**src/rtl/serial_addsub_ctrl.sv**
```systemverilog
// serial_addsub_ctrl: byte-serial multi-byte add/subtract sequencer driving one 8-bit adder per cycle, LSB first.
// Optional zero flag output is built when ZERO_FLAG_EN is defined.
module serial_addsub_ctrl #(
    parameter int NBYTES = 4
) (
    input  logic                clock,
    input  logic                reset,
    input  logic                start,
    input  logic                op,
    input  logic [8*NBYTES-1:0] a,
    input  logic [8*NBYTES-1:0] b,
    output logic                busy,
    output logic                done,
    output logic [8*NBYTES-1:0] result,
    output logic                carry_out,
    output logic                overflow
`ifdef ZERO_FLAG_EN
    ,
    output logic                zero
`endif
);
    localparam int W  = 8 * NBYTES;
    localparam int IW = $clog2(NBYTES);

    typedef enum logic [1:0] {IDLE, RUN, DONE} state_t;

    state_t        state, state_nx;
    logic [IW-1:0] idx;
    logic          carry;
    logic          op_q;
    logic [W-1:0]  a_q, b_q;
    logic [7:0]    a_byte, b_byte, s_byte;
    logic          c_byte;
    logic          last;
    logic          accept;

    // status outputs and next state; start is only honoured outside RUN
    always_comb begin
        busy     = state == RUN;
        done     = state == DONE;
        accept   = (state != RUN) && start;
        last     = idx == IW'(NBYTES - 1);
        state_nx = accept ? RUN : (state == RUN) ? (last ? DONE : RUN) : IDLE;
    end

    // byte adder for the current index; subtraction feeds the inverted B byte
    always_comb begin
        a_byte           = a_q[{idx, 3'b000} +: 8];
        b_byte           = op_q ? ~b_q[{idx, 3'b000} +: 8] : b_q[{idx, 3'b000} +: 8];
        {c_byte, s_byte} = {1'b0, a_byte} + {1'b0, b_byte} + {8'b0, carry};
    end

    // state register
    always_ff @(posedge clock) begin
        if (reset) state <= IDLE;
        else       state <= state_nx;
    end

    // operand latch, byte sequencing and final flag capture
    always_ff @(posedge clock) begin
        if (reset) begin
            idx       <= '0;
            carry     <= 1'b0;
            op_q      <= 1'b0;
            a_q       <= '0;
            b_q       <= '0;
            result    <= '0;
            carry_out <= 1'b0;
            overflow  <= 1'b0;
        end else if (accept) begin
            a_q   <= a;
            b_q   <= b;
            op_q  <= op;
            idx   <= '0;
            carry <= op;
        end else if (state == RUN) begin
            result[{idx, 3'b000} +: 8] <= s_byte;
            carry <= c_byte;
            idx   <= last ? idx : idx + 1'b1;
            if (last) begin
                carry_out <= c_byte;
                overflow  <= (a_byte[7] == b_byte[7]) && (s_byte[7] != a_byte[7]);
            end
        end
    end

`ifdef ZERO_FLAG_EN
    logic zero_acc;

    // running "all bytes so far are zero", published with carry_out on the last byte
    always_ff @(posedge clock) begin
        if (reset) begin
            zero_acc <= 1'b0;
            zero     <= 1'b0;
        end else if (accept) begin
            zero_acc <= 1'b1;
        end else if (state == RUN) begin
            zero_acc <= zero_acc & (s_byte == 8'h00);
            if (last) zero <= zero_acc & (s_byte == 8'h00);
        end
    end
`endif

endmodule

```
**config.mk**
```make
export PLATFORM = sky130hd
export DESIGN_NAME = serial_addsub_ctrl
export DESIGN_NICKNAME = d
export VERILOG_FILES = /design/src/rtl/serial_addsub_ctrl.sv
export SDC_FILE = /design/constraint.sdc
export NUM_CORES = 1
export LEC_CHECK = 0
export ABC_AREA = 0
export CAP_MARGIN = 20
export CORE_MARGIN = 5
export CORE_UTILIZATION = 50
export DETAILED_ROUTE_END_ITERATION = 10
export PLACE_DENSITY_LB_ADDON = 0.05
export SLEW_MARGIN = 20
export SYNTH_ARGS = -nofsm -noshare
export SYNTH_HDL_FRONTEND = slang
export SYNTH_SLANG_ARGS = --single-unit
```
**constraint.sdc**
```tcl
create_clock -name clock -period 7.45 [get_ports clock]
set_input_delay 1.49 -clock clock [delete_from_list [all_inputs] [get_ports clock]]
set_output_delay 1.49 -clock clock [all_outputs]
set_load 0.01 [all_outputs]
```
==> results.md <==
* Status: complete, no violations
* CP max stage cell: dfxtp_1
* Final count of pins violating max slew at 0
* Crit path DAT at 3.74 ns
* Setup repair bufs after CTS at 0
* R2R cell count at 7
* Ant diodes at 0
* Initial antenna violation count at 0
* Netlist Area Pre-Place at 0.00450 mm2
* Vias in the first global route at 3731
* Hold Crit Start: a_q[14]
* Die height at 105 um
* Cell depth of the worst setup path at 7
* Worst path bufs/invs at 0
* DR iter-0 viols at 179
* WL/cell at 14.8 um
* I/O pin count at 104
* Global-route wire length before repair at 17200 um
* Worst skew pair latency at 0.35 ns
* Routability cong. at 0.813
* Flop pwr share at 54.4%
* # rows at 34
* Worst r2r src: idx[1]
* CP required at 7.75 ns
* DRT Wirelength at 10500 um
* Max_cap viols at 0
* Core ar. at 0.00876 mm2
* CP startpoint kind: register
* Worst min path class: reg2reg
* Final hold vios at 0
* Final min period at 3.44 ns
* Slew @ Worst Pin at 1.08 ns
* Crit path largest cell delay at 0.99 ns
* Placed Area at 0.00555 mm2
* Peak supply drop at 0.0918 mV
* PortBufs at 103
* Sink Count at 104
* Largest net degree at the start of global routing at 102
* Filler instances at 761
* DRC viols at 0
* HPWL Detailed at 7540 um
* Post-synth EDFFs at 0
* Share of cells above drive strength 1 at 6.53%
* RSZ-0062 raised after global routing: no
* Met1 usage at 24.2%
* Total negative slack at 0 ns
* Nets at 676
* Yosys cell types at 44
* Die area at 0.0110 mm2
* Slew headroom at 27.3%
* Leakage power at 2.16 nW
* Comb power frac at 16.6%
* Setup violators final at 0
* Peak Freq at 291 MHz
* Clock transition at the registers of the reported paths at 0.10 ns
* Largest fanout on the critical path at 21
* Syn Nets at 592
* Critical Path Sink Type: register
* Switching share of total power at 27.3%
* M3 GR Usage at 3.27%
* Hold path depth at 2
* Synth warn at 0
* Clock skew at 0.00959 ns
* Avg Cell Area, Syn at 8.84 um2
* Post-CTS Resized at 0
* Clock Tree Buf Depth at 2
* M2 GR Usage at 30.8%
* Synth async-reset ratio at 0%
* Final period util at 46.2%
* Top delay family on crit path: flip-flops
* Post-route cell area at 0.00573 mm2
* GR peak layer: met2
* CTS Root Cell: clkbuf_8
* # hold bufs at CTS at 0
* Die X-Extent at 105 um
* Register bit total from synthesis at 104
* Seq/Total Area, Yosys at 46.2%
* GRT overflow at 0
* Pwr per Cell Area at 190 mW/mm2
* Drt first pass iters at 4
* Reg2reg setup slack at 4.01 ns
* Total GRT Usage at 18.7%
* Initial core utilization at 51.4%
* Num CTS Buffers at 9
* Setup CP Type: reg2reg
* Internal power at 0.000793 W
* Endpoint, Worst Hold: a_q[14]
* Worst R2R End: result[14]
* Syn Inst Count at 509
* Clock share of power at 28.9%
* Most used DFF post-synth: dfxtp_1
* Psw at 0.000298 W
* Post-route antenna net violation count at 0
* Crit path cell chain: mux4_2 > xor2_1 > ha_1 > a21o_1 > or4b_2 > o211ai_1 > a22o_1
* Vias/cell at 5.42
* Area Growth Syn to Fin at 27.3%
* Via count at 3823
* H-tree levels at 3
* CTS tree: built
-- kinds of logic (layout without fill, tap and decap cells) --
group           Yosys count  after routing  synth area share (%)
fa+ha+maj                15             15                  4.50
mux                      16             16                  8.34
flops                   104            104                  46.2
simple gates            198            198                  18.5
xor+xnor                 12             12                  2.33
compound gates          122            122                  16.4
buf+inv                  42            130                  3.72
-- registers in the layout, summed over array words and instances, names as in the netlist --
name and cells:
carry_out 1, a_q 32, state 2, idx 2, carry 1, result 32
op_q 1, b_q 32, overflow 1
-- Yosys cell counts, types with 2 or more instances --
master / count / area share (%)
nand2_1: 143 / 12
dfxtp_1: 104 / 46
a21oi_1: 76 / 8.4
nor2_1: 31 / 2.6
clkbuf_1: 23 / 1.9
a22oi_1: 21 / 3.5
ha_1: 13 / 3.6
mux4_2: 12 / 6.0
inv_1: 10 / 0.83
xor2_1: 10 / 1.9
buf_1: 6 / 0.50
o21ai_0: 6 / 0.67
a22o_1: 4 / 0.78
a32o_1: 4 / 0.89
mux4_1: 4 / 2.3
nand3_1: 4 / 0.44
nor3_1: 4 / 0.44
nand2b_1: 3 / 0.42
a221oi_1: 2 / 0.39
buf_2: 2 / 0.22
fa_1: 2 / 0.89
nor4b_1: 2 / 0.39
xnor2_1: 2 / 0.39
-- worst max path at each step --
stage / from / endpoint / slack [ns]
2_1_floorplan: idx[0] / result[14] / 4.34
3_3_place_gp: reset / overflow / 3.95
3_5_place_dp: reset / overflow / 3.91
4_1_cts: idx[1] / result[14] / 3.99
5_1_grt: idx[1] / carry / 3.85
6_report: idx[1] / result[14] / 4.01
-- power by group through the flow --
stage | clock network, W | logic [W] | registers [W]
after floorplan | 0 | 0.000114 | 0.000602
after global placement | 0 | 0.000179 | 0.000606
after detailed placement | 0 | 0.000181 | 0.000607
after CTS | 0.000322 | 0.000182 | 0.000594
after global routing | 0.000339 | 0.000202 | 0.000597
final | 0.000316 | 0.000182 | 0.000594
-- layout make-up --
type / instances / area (um2) / area share [%]
Multi-Input combinational cell: 363 / 2260 / 39.5
Sequential cell: 104 / 2080 / 36.3
Timing Repair Buffer: 105 / 1040 / 18.2
Clock buffer: 10 / 138 / 2.40
Tap cell: 108 / 135 / 2.36
Inverter: 10 / 37.5 / 0.655
Clock inverter: 5 / 33.8 / 0.590
-- cell usage in the layout (no fill, tap or decap), types with 2 or more instances in the layout --
cell type | synthesis | routed
nor4b_1 | 2 | 2
fa_1 | 2 | 2
clkinvlp_4 | 0 | 2
a22oi_1 | 21 | 21
clkdlybuf4s50_1 | 0 | 102
nor2_1 | 31 | 31
a22o_1 | 4 | 4
clkinv_2 | 0 | 2
nor3_1 | 4 | 4
nand2_1 | 143 | 142
dfxtp_1 | 104 | 104
o21ai_0 | 6 | 6
xnor2_1 | 2 | 2
buf_4 | 0 | 2
nand3_1 | 4 | 4
a21oi_1 | 76 | 76
mux4_1 | 4 | 4
a221oi_1 | 2 | 2
a32o_1 | 4 | 4
clkbuf_8 | 0 | 10
inv_1 | 10 | 10
nand2b_1 | 3 | 3
xor2_1 | 10 | 10
ha_1 | 13 | 13
mux4_2 | 12 | 12
-- worst register-to-register path: stages (launching register included) --
cell and delay [ns]:
dfxtp_1 0.99, mux4_2 0.44, xor2_1 0.16, ha_1 0.34, a21o_1 0.21, or4b_2 0.61
o211ai_1 0.42, a22o_1 0.22
-- layer usage --
| metal | up-vias | wire length, um |
|---|---|---|
| met5 | - | 0 |
| li1 | 1921 | - |
| met1 | 1759 | 4710 |
| met4 | 0 | 289 |
| met3 | 28 | 512 |
| met2 | 115 | 4940 |
-- per-stage QoR --
step,hold WS [ns],setup WS (ns),utilization (%),std cells,power [W]
detailed placement,0.444,3.91,63.3,690,0.000789
finish,0.455,4.01,65.4,705,0.00109
global placement,0.440,3.95,63.3,690,0.000785
CTS,0.457,3.99,65.3,705,0.00110
global route,0.479,3.85,65.4,705,0.00114
floorplan,0.432,4.34,-,509,0.000716
Power figures use the tool's default switching activity.
